===== config.mk =====
export PLATFORM = sky130hd
export DESIGN_NAME = multicycle_controller
export DESIGN_NICKNAME = d
export VERILOG_FILES = /design/src/rtl/multicycle_controller.sv
export SDC_FILE = /design/constraint.sdc
export NUM_CORES = 1
export LEC_CHECK = 0
export BUFFER_PORTS_ARGS = -buffer_cell sky130_fd_sc_hd__buf_2
export CAP_MARGIN = 5
export CORE_MARGIN = 2
export CORE_UTILIZATION = 55
export CTS_CLUSTER_SIZE = 40
export DETAILED_ROUTE_END_ITERATION = 10
export PLACE_DENSITY = 0.81
export SYNTH_ARGS = -nofsm -noshare
export SYNTH_HDL_FRONTEND = slang
export SYNTH_SLANG_ARGS = --single-unit
export TNS_END_PERCENT = 30

===== constraint.sdc =====
create_clock -name clk -period 3.3 [get_ports clk]
set_input_delay 0.495 -clock clk [delete_from_list [all_inputs] [get_ports clk]]
set_output_delay 0.495 -clock clk [all_outputs]
set_load 0.02 [all_outputs]

===== src/rtl/multicycle_controller.sv =====
// Multi-cycle RV32I sequencing FSM: FETCH/DECODE/EXEC/MEM/WB with trap on illegal
// opcode or data-memory timeout, plus a retired-instruction counter.
module multicycle_controller #(
    parameter int unsigned MEM_TIMEOUT = 15,
    parameter int unsigned CNT_W       = 32
) (
    input  logic             clk,
    input  logic             reset,
    input  logic [6:0]       opcode,
    input  logic             zero,
    input  logic             mem_ready,
    input  logic             trap_clear,
    output logic             ir_write,
    output logic             pc_write,
    output logic             pc_src,
    output logic             alu_src,
    output logic [1:0]       alu_op,
    output logic             mem_read,
    output logic             mem_write,
    output logic             mem_to_reg,
    output logic             reg_write,
    output logic             trap,
    output logic [2:0]       state,
    output logic [CNT_W-1:0] retired
);

    localparam int unsigned WAIT_W = (MEM_TIMEOUT < 2) ? 1 : $clog2(MEM_TIMEOUT);
    localparam logic [WAIT_W-1:0] WAIT_LAST = WAIT_W'(MEM_TIMEOUT - 1);

    localparam logic [6:0] OP_R  = 7'b0110011;
    localparam logic [6:0] OP_I  = 7'b0010011;
    localparam logic [6:0] OP_LD = 7'b0000011;
    localparam logic [6:0] OP_ST = 7'b0100011;
    localparam logic [6:0] OP_BR = 7'b1100011;

    typedef enum logic [2:0] {
        S_FETCH  = 3'd0,
        S_DECODE = 3'd1,
        S_EXEC   = 3'd2,
        S_MEM    = 3'd3,
        S_WB     = 3'd4,
        S_TRAP   = 3'd7
    } state_t;

    state_t            state_q, state_d;
    logic [6:0]        op_q;
    logic [WAIT_W-1:0] wait_q;
    logic [CNT_W-1:0]  cnt_q;

    logic       ir_write_c, pc_write_c, pc_src_c, alu_src_c;
    logic [1:0] alu_op_c;
    logic       mem_read_c, mem_write_c, mem_to_reg_c, reg_write_c, trap_c;

    // State, latched opcode, MEM wait counter and retired counter
    always_ff @(posedge clk) begin
        if (reset) begin
            state_q <= S_FETCH;
            op_q    <= 7'd0;
            wait_q  <= '0;
            cnt_q   <= '0;
        end else begin
            state_q <= state_d;
            if (state_q == S_FETCH) op_q <= opcode;
            wait_q  <= (state_q == S_MEM && state_d == S_MEM) ? wait_q + WAIT_W'(1) : '0;
            if (pc_write_c) cnt_q <= cnt_q + CNT_W'(1);
        end
    end

    // Next state and strobes, decoded from state_q and the latched opcode
    always_comb begin
        state_d      = state_q;
        ir_write_c   = 1'b0;
        pc_write_c   = 1'b0;
        pc_src_c     = 1'b0;
        alu_src_c    = 1'b0;
        alu_op_c     = 2'b00;
        mem_read_c   = 1'b0;
        mem_write_c  = 1'b0;
        mem_to_reg_c = 1'b0;
        reg_write_c  = 1'b0;
        trap_c       = 1'b0;
        case (state_q)
            S_FETCH: begin
                ir_write_c = 1'b1;
                state_d    = S_DECODE;
            end
            S_DECODE: begin
                case (op_q)
                    OP_R, OP_I, OP_LD, OP_ST, OP_BR: state_d = S_EXEC;
                    default:                         state_d = S_TRAP;
                endcase
            end
            S_EXEC: begin
                case (op_q)
                    OP_R: begin
                        alu_op_c = 2'b10;
                        state_d  = S_WB;
                    end
                    OP_I: begin
                        alu_op_c  = 2'b11;
                        alu_src_c = 1'b1;
                        state_d   = S_WB;
                    end
                    OP_LD, OP_ST: begin
                        alu_src_c = 1'b1;
                        state_d   = S_MEM;
                    end
                    OP_BR: begin
                        alu_op_c   = 2'b01;
                        pc_write_c = 1'b1;
                        pc_src_c   = zero;
                        state_d    = S_FETCH;
                    end
                    default: state_d = S_TRAP;
                endcase
            end
            S_MEM: begin
                alu_src_c = 1'b1;
                if (op_q == OP_LD) mem_read_c  = 1'b1;
                else               mem_write_c = 1'b1;
                if (mem_ready) begin
                    if (op_q == OP_LD) begin
                        state_d = S_WB;
                    end else begin
                        pc_write_c = 1'b1;
                        state_d    = S_FETCH;
                    end
                end else if (wait_q == WAIT_LAST) begin
                    state_d = S_TRAP;
                end
            end
            S_WB: begin
                reg_write_c = 1'b1;
                pc_write_c  = 1'b1;
                state_d     = S_FETCH;
                case (op_q)
                    OP_R:  alu_op_c = 2'b10;
                    OP_I: begin
                        alu_op_c  = 2'b11;
                        alu_src_c = 1'b1;
                    end
                    default: begin
                        alu_src_c    = 1'b1;
                        mem_to_reg_c = 1'b1;
                    end
                endcase
            end
            S_TRAP: begin
                trap_c = 1'b1;
                if (trap_clear) state_d = S_FETCH;
            end
            default: state_d = S_FETCH;
        endcase
    end

    // Reset forces every visible output to zero in the same cycle
    assign ir_write   = ir_write_c   & ~reset;
    assign pc_write   = pc_write_c   & ~reset;
    assign pc_src     = pc_src_c     & ~reset;
    assign alu_src    = alu_src_c    & ~reset;
    assign alu_op     = reset ? 2'b00 : alu_op_c;
    assign mem_read   = mem_read_c   & ~reset;
    assign mem_write  = mem_write_c  & ~reset;
    assign mem_to_reg = mem_to_reg_c & ~reset;
    assign reg_write  = reg_write_c  & ~reset;
    assign trap       = trap_c       & ~reset;
    assign state      = reset ? 3'd0 : state_q;
    assign retired    = reset ? '0 : cnt_q;

endmodule


# Word level (Yosys, flattened, before mapping)

Index checks and enable logic that the tools add are counted.

Output and inout bits: 46
Input bits: 12
Logic and storage cells: 66
Register bits: 46

Bitwise logic cells: 11
Eq/ne operators: 12
$add $sub $neg: 2
Muxes and demuxes: 30
Reductions and logical operators: 7

Operators with widths:

| cell                                                                  | number |
|---|---|
| 32-bit by 1-bit adder with 32-bit output, second input constant       | 1 |
| 32-bit two-way mux                                                    | 1 |
| 3-bit two-way mux                                                     | 6 |
| 1-bit two-way mux                                                     | 15 |
| 3-bit case mux with 5 select lines                                    | 1 |
| 7-bit by 6-bit equality test with 1-bit output, second input constant | 2 |
| 1-bit AND                                                             | 9 |
| 3-bit by 2-bit equality test with 1-bit output, second input constant | 3 |
| 3-bit case mux with 3 select lines                                    | 1 |
| 2-bit case mux with 2 select lines                                    | 2 |
| 7-bit by 2-bit equality test with 1-bit output, second input constant | 1 |
| 7-bit by 5-bit equality test with 1-bit output, second input constant | 1 |
| 7-bit equality test, second input constant                            | 1 |
| 3-bit equality test, second input constant                            | 2 |
| 1-bit case mux with 3 select lines                                    | 2 |
| 2-bit case mux with 3 select lines                                    | 1 |
| 2-bit OR reduction                                                    | 3 |
| 5-bit OR reduction                                                    | 1 |
| 4-bit by 1-bit adder with 4-bit output, second input constant         | 1 |
| 4-bit equality test, second input constant                            | 1 |
| 3-bit by 1-bit equality test with 1-bit output, second input constant | 1 |
| 3-bit zero test                                                       | 1 |
| 3-bit OR reduction                                                    | 1 |
| 2-bit two-way mux                                                     | 1 |
| 2 further kinds                                                       | 3 |

# Logic depth before layout (Yosys ltp)

Gate-level depths: netlist of run 1.

Word-level depth: 8
Mapped depth: 7
Mapped depth without buffers: 7

# Worst setup path after synthesis of run 1

Ideal clock, no wire load.

Path type: reg2out
Start: register op_q[3]
End: output port mem_read
Path buffers: 1
Cell stages (with the launch flop): 5
Setup slack: 0.963 ns
Data required time: 2.805 ns
Arrival time: 1.842 ns
Path through: dfxtp_1 > nand4bb_4 > clkbuf_1 > or3_1 > nor4b_1

Cells in the longest elaborated chain, start to end: 4

RTL lines:

| what                                           | line | text |
|---|---|---|
| start: declaration                             | 46   | `logic [6:0] op_q;` |
| start signal: assignment                       | 63   | `if (state_q == S_FETCH) op_q <= opcode;` |
| 7-bit by 2-bit equality test with 1-bit output | 119  | `if (op_q == OP_LD) mem_read_c = 1'b1;` |
| 1-bit two-way mux                              | 119  |  |
| 1-bit two-way mux                              | 82   | `case (state_q)` |
| 1-bit AND                                      | 162  | `assign mem_read = mem_read_c & ~reset;` |
| end: declaration                               | 18   | `output logic mem_read,` |

Every way passes these cells.

# Final worst setup path of run 1

Start: register state_q[1]
End: output port pc_write

Cells in the longest elaborated chain, start to end: 3
Elaborated cells between the ends (all ways): 5
Those cells by class: eq/ne (3); mux (1); bitwise (1)

RTL lines:

| what                                                                                         | line | text |
|---|---|---|
| start: declaration                                                                           | 45   | `state_t state_q, state_d;` |
| start signal: assignment                                                                     | 62   | `state_q <= state_d;` |
| 3-bit equality test / 3-bit by 2-bit equality test with 1-bit output (equally long branches) | 82   |  |
| 1-bit case mux with 3 select lines (*)                                                       | 82   |  |
| 1-bit AND (*)                                                                                | 158  | `assign pc_write = pc_write_c & ~reset;` |
| end: declaration                                                                             | 14   | `output logic pc_write,` |

Mark *: on every way between the ends. The rest lies on a longest branch, timed or not.

==> impl_metrics.csv, run 1 <==
group,metric,value,unit
route,wl,6.24,mm
synth,synth_top_cell_by_area,"dfxtp_1",
die,die-area,0.00544,mm2
synth,synth_cell_types,50,
finish,final_net_count,390,
place,io_buffers,57,
worst_setup_path,r2r-start,"state_q[1]",
timing,setup_ws,0.524,ns
synth,synthTopCellsByCount,"46 x dfxtp_1, 42 x nor2_1, 31 x nor2b_1",
synth,ys_seq_area_share,34.4,%
synth,synth-async-reset-ratio,0,%
timing,rsz0062_at_grt,"no",
synth,yosysWarnings,0,
synth,avgSynthCellArea,8.18,um2
cts,htree_levels,2,
worst_hold_path,hold_end,"op_q[3]",
worst_setup_path,required,2.80,ns
cts,hold_buffers,0,
route,drt_iter0_drc,154,
place,dp_cells,422,
global_routing,grt_pass1_vias,2277,
worst_setup_path,r2r_cells,5,
die,die_height,73.7,um
global_routing,grt_max_degree,34,
die,num_rows,25,
route,wire_per_inst,14.5,um
place,placed_area,0.00297,mm2
cts,cts_buffer_depth,2,
synth,ys_ff_latch,46,
worst_hold_path,hp-class,"primary input to flop",
place,dp_slack,0.898,ns
timing,hold_viol,0,
synth,synthesis.area,0.00268,mm2
power_and_ir_drop,switching_share,30.2,%
route,via_per_inst,5.80,
global_routing,antenna_found_initial,0,
synth,synth.most_common_cell,"dfxtp_1",
worst_setup_path,r2r_end,"cnt_q[16]",
power_and_ir_drop,total_power,1.26,mW
finish,postLayoutCellArea,0.00308,mm2
route,final_antenna_net_count,0,
finish,areaGrowthSynthToFinish,15.0,%
die,die_w,73.7,um
power_and_ir_drop,p_comb_share,18.6,%
power_and_ir_drop,p_leak,1.25,nW
die,coreArea,0.00469,mm2
finish,stdcell_count,430,
finish,drive_above_1_share,20.5,%
cts,cts.repair.resized,0,
worst_hold_path,min_path_cells,3,
timing,min_period_over_period,84.1,%
worst_setup_path,arrival,2.28,ns
route,drc_errors,0,
cts,cts_setup_buffers,0,
worst_setup_path,crit_fanout,15,
synth,synth.area.top_cells,"dfxtp_1 34%, nor2b_1 7.2%, nor2_1 5.9%, a21oi_1 3.4%, xnor2_1 3.3%",
power_and_ir_drop,p_clk_share,31.8,%
power_and_ir_drop,seqPwrFrac,49.6,%
timing,setup-tns-final,0,ns
global_routing,grt_use_total,24.1,%
cts,clk_pin_slew,0.08,ns
cts,insertion_delay,0.30,ns
timing,finalSetupViolCount,0,
global_routing,grt_pass1_wl,10.4,mm
synth,synthFlopType,"dfxtp_1",
place,gp_congestion,0.812,
worst_setup_path,r2r_slack,0.84,ns
worst_setup_path,crit_type,"flop to primary output",
power_and_ir_drop,peakVddDrop,0.239,mV
finish,diodes,0,
run,maxCapViolations,0,
worst_setup_path,start_kind,"flop",
die,io_pins,58,
route,vias,2493,
synth,synth_edf_count,0,
die,initial_core_util,57.0,%
timing,fmax,0.360,GHz
cts,numCtsBuffers,5,
worst_hold_path,hold_start,"opcode[3]",
timing,relSlewSlack,52.1,%
timing,worstMarginPinSlew,0.715,ns
worst_setup_path,endpoint_kind,"primary output",
timing,fin_skew,0.00330,ns
synth,synth_top_area_share,34.4,%
power_and_ir_drop,power.switching,0.382,mW
global_routing,grt_overflow,0,
power_and_ir_drop,power_density,411,mW/mm2
place,hpwl,4.43,mm
cts,clockRootBuffer,"clkbuf_8",
synth,syn-num-nets,342,
timing,worst_hold_slack,0.423,ns
timing,finalCriticalPeriod,2.78,ns
cts,cts_tree,"yes",
outcome,status,"finished clean",
cts,cts.sinks,46,
synth,synthCells,327,
route,drtPass1Iterations,4,
power_and_ir_drop,internal_power,0.881,mW
finish,final_util,65.6,%
timing,finalMaxSlewViolations,0,
-- critical path, stage by stage (launching register included) --
cell and delay [ns]:
dfxtp_1 0.60, nand2b_1 0.29, o41ai_4 0.60, nor2_2 0.20
nor2_1 0.12, buf_2 0.17
-- how the worst max path moves through the flow --
| stage | start | end | slack [ns] | cells after the start |
|---|---|---|---|---|
| 4_1_cts | state_q[1] | pc_write | 0.54 | 5 |
| 5_1_grt | state_q[1] | pc_write | 0.30 | 5 |
| 3_5_place_dp | state_q[1] | pc_write | 0.90 | 5 |
| 2_1_floorplan | op_q[3] | mem_read | 0.96 | 4 |
| 6_report | state_q[1] | pc_write | 0.52 | 5 |
| 3_3_place_gp | state_q[1] | pc_write | 0.95 | 5 |
-- layout by cell type, fill, tap and decap left out, types with 9 or more instances in the layout --
master	n
a21oi_1	18
buf_2	57
dfxtp_1	46
nand2_1	21
nand3_1	11
nor2_1	42
nor2b_1	31
nor3_1	12
o21ai_0	9
or3_1	9
or4_1	9
xnor2_1	10
-- registers in the layout, summed over array words and instances (netlist names) --
name / count
cnt_q: 32
op_q: 7
wait_q: 4
state_q: 3
-- routing by layer --
metal | GRT usage, % | part of all wire (%) | up-vias
met5 | 0 | 0 | -
met2 | 40.9 | 50 | 57
met4 | 6.26 | 1.3 | 0
met3 | 5.08 | 4.1 | 9
li1 | - | - | 1262
met1 | 30.9 | 44 | 1165
-- cell families (layout without fill, tap and decap cells) --
logic type | after synthesis | count (layout) | synth area share [%]
adder cells (fa/ha/maj) | 3 | 3 | 1.40
AND/OR/NAND/NOR | 166 | 166 | 34.0
multiplexers | 12 | 12 | 4.68
flip-flops | 46 | 46 | 34.4
buffers and inverters | 26 | 75 | 3.98
XOR/XNOR | 17 | 17 | 5.57
AO/OA/AOI/OAI | 57 | 57 | 16.0
-- power groups by stage --
stage	sequential [mW]	clock, mW	combinational, mW
2_1_floorplan	0.607	0	0.214
3_3_place_gp	0.636	0	0.229
3_5_place_dp	0.638	0	0.233
4_1_cts	0.625	0.409	0.235
5_1_grt	0.632	0.428	0.263
6_report	0.627	0.402	0.235
-- final cells by class --
| class | instances | area (um2) |
|---|---|---|
| Inverter | 8 | 30.0 |
| Tap cell | 54 | 67.6 |
| Multi-Input combinational cell | 255 | 1650 |
| Fill cell | 416 | 1620 |
| Timing Repair Buffer | 59 | 300 |
| Clock buffer | 8 | 110 |
| Sequential cell | 46 | 921 |
Note: power is estimated with default switching activity, not from simulation.
==> run 2, diff against run 1 <==
--- a/config.mk
+++ b/config.mk
@@ -8,10 +8,10 @@
 export BUFFER_PORTS_ARGS = -buffer_cell sky130_fd_sc_hd__buf_2
 export CAP_MARGIN = 5
 export CORE_MARGIN = 2
-export CORE_UTILIZATION = 55
+export CORE_UTILIZATION = 54
 export CTS_CLUSTER_SIZE = 40
 export DETAILED_ROUTE_END_ITERATION = 10
-export PLACE_DENSITY = 0.81
+export PLACE_DENSITY = 0.79
 export SYNTH_ARGS = -nofsm -noshare
 export SYNTH_HDL_FRONTEND = slang
 export SYNTH_SLANG_ARGS = --single-unit
==> constraint.sdc (replaced) <==
create_clock -name clk -period 2.9 [get_ports clk]
set_input_delay 0.435 -clock clk [delete_from_list [all_inputs] [get_ports clk]]
set_output_delay 0.435 -clock clk [all_outputs]
set_load 0.02 [all_outputs]
==> run 2 against run 1 <==
Cell area hardly changed. Final cell count is 2.8% higher. Largest cell class unchanged. Critical path depth stayed put.
==> impl_metrics.csv, run 2 (synthesized netlist as in run 1, its figures left out) <==
group,metric,value,unit
worst_setup_path,crit_path_top_delay_cell,"dfxtp_1",
worst_setup_path,required,2.47,ns
global_routing,grt_use_total,23.0,%
worst_setup_path,worstPathCellList,"nand2b_1 > o41ai_4 > nor2_2 > nor2_1 > buf_2",
die,num_rows,25,
power_and_ir_drop,peakVddDrop,0.281,mV
worst_setup_path,arrival,2.23,ns
power_and_ir_drop,power_density,452,mW/mm2
global_routing,grt_pass1_wl,10.1,mm
timing,relSlewSlack,53.2,%
finish,drive_above_1_share,20.0,%
timing,finalMaxSlewViolations,0,
worst_setup_path,worst-path-buf-inv,1,
die,initial_core_util,56.3,%
worst_setup_path,start_kind,"flop",
place,gp_congestion,0.785,
run,maxCapViolations,0,
timing,fmax,0.375,GHz
route,via_per_inst,5.68,
finish,final_cell_mix,"57 x buf_2, 46 x dfxtp_1, 42 x nor2_1",
worst_setup_path,endpoint_kind,"primary output",
finish,layout_commonest_cell,"buf_2",
cts,hold_buffers,0,
cts,clockRootBuffer,"clkbuf_8",
place,placed_area,0.00299,mm2
finish,regMostFlops,"cnt_q",
power_and_ir_drop,p_leak,1.24,nW
global_routing,grt_overflow,0,
worst_setup_path,crit_type,"flop to primary output",
finish,largest_register_ffs,32,
place,dp_slack,0.471,ns
cts,htree_levels,2,
place,io_buffers,57,
die,die-area,0.00553,mm2
die,coreArea,0.00475,mm2
die,io_pins,58,
finish,areaGrowthSynthToFinish,15.1,%
route,final_antenna_net_count,0,
die,die_height,74.4,um
place,hpwl,4.39,mm
cts,insertion_delay,0.30,ns
outcome,status,"finished clean",
timing,finalCriticalPeriod,2.67,ns
finish,postLayoutCellArea,0.00308,mm2
cts,clk_pin_slew,0.08,ns
timing,setup_ws,0.232,ns
global_routing,grt_max_degree,57,
worst_setup_path,crit_fanout,15,
route,drc_errors,0,
timing,min_period_over_period,92.0,%
route,vias,2509,
timing,worstMarginPinSlew,0.698,ns
route,drtPass1Iterations,5,
finish,reg.largest.list,"cnt_q (32), op_q (7), wait_q (4)",
cts,numCtsBuffers,5,
timing,hold_viol,0,
finish,final_net_count,389,
global_routing,grt_pass1_vias,2195,
timing,fin_skew,0.00580,ns
route,drt_iter0_drc,160,
timing,rsz0062_at_grt,"no",
cts,cts_tree,"yes",
worst_setup_path,crit_family,"simple AND/OR/NAND/NOR gates",
timing,setup-tns-final,0,ns
die,die_w,74.4,um
route,wire_per_inst,13.8,um
worst_setup_path,max_stage_delay,0.59,ns
global_routing,antenna_found_initial,0,
finish,diodes,0,
cts,cts_buffer_depth,2,
worst_hold_path,hp-class,"primary input to flop",
timing,finalSetupViolCount,0,
cts,cts_setup_buffers,0,
route,wl,6.10,mm
cts,cts.repair.resized,0,
cts,cts.sinks,46,
[run 2: changes by cell type in the layout (fill, tap and decap cells not counted)]
cell | before | now
buf_12 | 0 | 1
buf_4 | 2 | 0
clkbuf_1 | 0 | 1
clkbuf_8 | 8 | 6
clkinv_2 | 0 | 1
[run 2: layout make-up]
class	instances	area, um2
inverters	8	30.0
well taps	67	83.8
fillers	450	1680
clock buffers	7	86.3
multi-input cells	255	1650
clock inverters	1	5.00
repair buffers	58	305
flip-flops and latches	46	921
[run 2: per-layer routing]
metal	global-route usage, %	routed length, um	share of wire [%]
met4	7.94	70	1.1
met1	30.7	2840	47
met2	37.6	2960	49
met3	4.07	227	3.7
met5	0	0	0
[run 2: tightest hold or removal path: cells and delay by family]
family / cells / cell delay (ns)
simple gates: 1 / 0.07
buf+inv: 1 / 0.08
mux: 1 / 0.06
[run 2: final timing paths]
kind / slack (ns) / startpoint / to / cells past startpoint
max: 0.23 / state_q[1] / pc_write / 5
min: 0.37 / opcode[5] / op_q[5] / 3
max reg2reg: 0.51 / state_q[1] / cnt_q[26] / 5
min reg2reg: 0.50 / cnt_q[30] / cnt_q[30] / 2
[run 2: where the power goes]
part	total, mW	leakage (nW)	switching, mW	internal, mW
Combinational	0.269	0.822	0.163	0.105
Clock	0.410	0.0482	0.217	0.193
Sequential	0.713	0.373	0.0545	0.658
[run 2: through the flow]
stage | util, % | power [mW] | hold WS, ns | instances
global route | 64.8 | 1.46 | 0.380 | 442
global placement | 62.8 | 0.985 | 0.473 | 434
floorplan | - | 0.934 | 0.449 | 327
finish | 64.8 | 1.39 | 0.372 | 442
detailed placement | 62.8 | 0.992 | 0.485 | 434
CTS | 64.8 | 1.39 | 0.376 | 442
==> run 3, diff against run 2 <==
==> constraint.sdc (replaced) <==
create_clock -name clk -period 2.7 [get_ports clk]
set_input_delay 0.405 -clock clk [delete_from_list [all_inputs] [get_ports clk]]
set_output_delay 0.405 -clock clk [all_outputs]
set_load 0.02 [all_outputs]
==> run 3 against run 2 <==
Utilization grew 0.53 points. Power is 5.8% higher. Count of clock-buffer cells in the layout down 1. Global-route usage is 0.81 points lower. Die area did not move. Critical path type unchanged. Critical endpoint unchanged. Largest power group unchanged. Highest routed layer unchanged.
==> impl_metrics.csv, run 3 (synthesized netlist as in run 1, its figures left out) <==
group,metric,value,unit
power_and_ir_drop,power_density,474,mW/mm2
timing,finalMaxSlewViolations,0,
timing,rsz0062_at_grt,"no",
cts,cts_buffer_depth,2,
global_routing,grt_use_total,22.2,%
finish,final_net_count,393,
power_and_ir_drop,p_leak,1.26,nW
timing,fin_skew,0.00747,ns
timing,setup-tns-final,0,ns
die,die_w,74.4,um
outcome,status,"finished clean",
place,placed_area,0.00300,mm2
worst_setup_path,r2r-start,"state_q[0]",
finish,postLayoutCellArea,0.00310,mm2
cts,clockRootBuffer,"clkbuf_8",
worst_hold_path,min_path_cells,3,
die,initial_core_util,56.3,%
cts,htree_levels,2,
cts,cts_tree,"yes",
finish,diodes,0,
route,via_per_inst,5.61,
global_routing,grt_max_degree,60,
die,io_pins,58,
route,wire_per_inst,13.6,um
cts,clk_pin_slew,0.08,ns
timing,setup_ws,0.136,ns
global_routing,antenna_found_initial,0,
timing,hold_viol,0,
worst_hold_path,hold_start,"opcode[4]",
global_routing,grt_pass1_wl,9.80,mm
die,coreArea,0.00475,mm2
worst_setup_path,crit_fanout,12,
place,hpwl,4.46,mm
worst_setup_path,arrival,2.16,ns
die,die_height,74.4,um
finish,largest_register_ffs,32,
worst_hold_path,hp-class,"primary input to flop",
worst_setup_path,r2r_slack,0.34,ns
route,drtPass1Iterations,4,
worst_setup_path,crit_type,"flop to primary output",
power_and_ir_drop,total_power,1.47,mW
die,die-area,0.00553,mm2
finish,final_cell_mix,"57 x buf_2, 46 x dfxtp_1, 42 x nor2_1",
timing,fmax,0.390,GHz
route,vias,2502,
cts,numCtsBuffers,5,
timing,finalCriticalPeriod,2.56,ns
place,io_buffers,57,
route,final_antenna_net_count,0,
route,drt_iter0_drc,158,
finish,stdcell_count,446,
route,wl,6.08,mm
place,dp_slack,0.249,ns
finish,layout_commonest_cell,"buf_2",
finish,reg.largest.list,"cnt_q (32), op_q (7), wait_q (4)",
cts,insertion_delay,0.29,ns
timing,worstMarginPinSlew,0.701,ns
finish,areaGrowthSynthToFinish,16.0,%
timing,finalSetupViolCount,0,
worst_setup_path,endpoint_kind,"primary output",
power_and_ir_drop,peakVddDrop,0.258,mV
route,drc_errors,0,
die,num_rows,25,
worst_setup_path,r2r_end,"cnt_q[26]",
worst_hold_path,hold_end,"op_q[4]",
global_routing,grt_pass1_vias,2166,
global_routing,grt_overflow,0,
place,dp_cells,435,
finish,drive_above_1_share,20.8,%
cts,cts.sinks,46,
cts,cts.repair.resized,0,
finish,regMostFlops,"cnt_q",
worst_setup_path,r2r_cells,7,
place,gp_congestion,0.801,
worst_setup_path,required,2.30,ns
worst_setup_path,start_kind,"flop",
timing,relSlewSlack,53.0,%
timing,min_period_over_period,95.0,%
run,maxCapViolations,0,
run 3: cell count changes in the layout (fill, tap and decap cells not counted):
| cell | change |
|---|---|
| clkinv_4 | +1 |
| clkbuf_8 | -1 |
| buf_4 | +4 |
run 3: layer usage:
layer | share of wire (%) | track usage, % | up-vias
li1 | - | - | 1278
met1 | 46 | 29.9 | 1163
met2 | 49 | 37.3 | 57
met3 | 3.9 | 3.52 | 4
met4 | 0.44 | 5.56 | 0
met5 | 0 | 0 | -
run 3: final cells by class:
type	instances	area, um2
clock inverters	2	13.8
inverters	8	30.0
flip-flops and latches	46	921
multi-input cells	255	1650
repair buffers	62	335
fillers	443	1650
well taps	67	83.8
clock buffers	6	72.6
run 3: how the worst max path moves through the flow:
stage                           from         to  slack [ns]  depth (start not counted)
after floorplan              op_q[3]   mem_read        0.45                          4
after global placement    state_q[1]  cnt_q[26]        0.38                          5
after detailed placement  state_q[1]  cnt_q[26]        0.25                          5
after CTS                 state_q[1]   pc_write        0.02                          5
after global routing      state_q[0]   pc_write        0.03                          6
final                        op_q[6]   pc_write        0.14                          5
run 3: worst max-delay path: stages, from the launching register on:
cell and delay (ns):
dfxtp_1 0.39, or3_1 0.46, o2111a_1 0.40, nor2_2 0.40, nor2_1 0.06, buf_2 0.17
run 3: timing repair:
| item | in CTS | in global routing |
|---|---|---|
| hold buffers | 0 | 0 |
| endpoints found under the setup margin | 0 | 1 |
| endpoints found under the hold margin | 0 | 0 |
| buffers inserted | 0 | 3 |
run 3: per-stage QoR:
step | utilization, % | hold slack [ns]
after CTS | 64.8 | 0.345
after global routing | 65.3 | 0.361
after floorplan | - | 0.449
after detailed placement | 63.0 | 0.481
final | 65.3 | 0.346
after global placement | 63.0 | 0.474
run 3: where the power goes:
part | total, mW | internal [mW] | switching (mW) | leakage (nW)
registers | 0.763 | 0.707 | 0.0567 | 0.373
logic | 0.295 | 0.120 | 0.175 | 0.843
clock network | 0.413 | 0.183 | 0.230 | 0.0452
total | 1.47 | 1.01 | 0.462 | 1.26
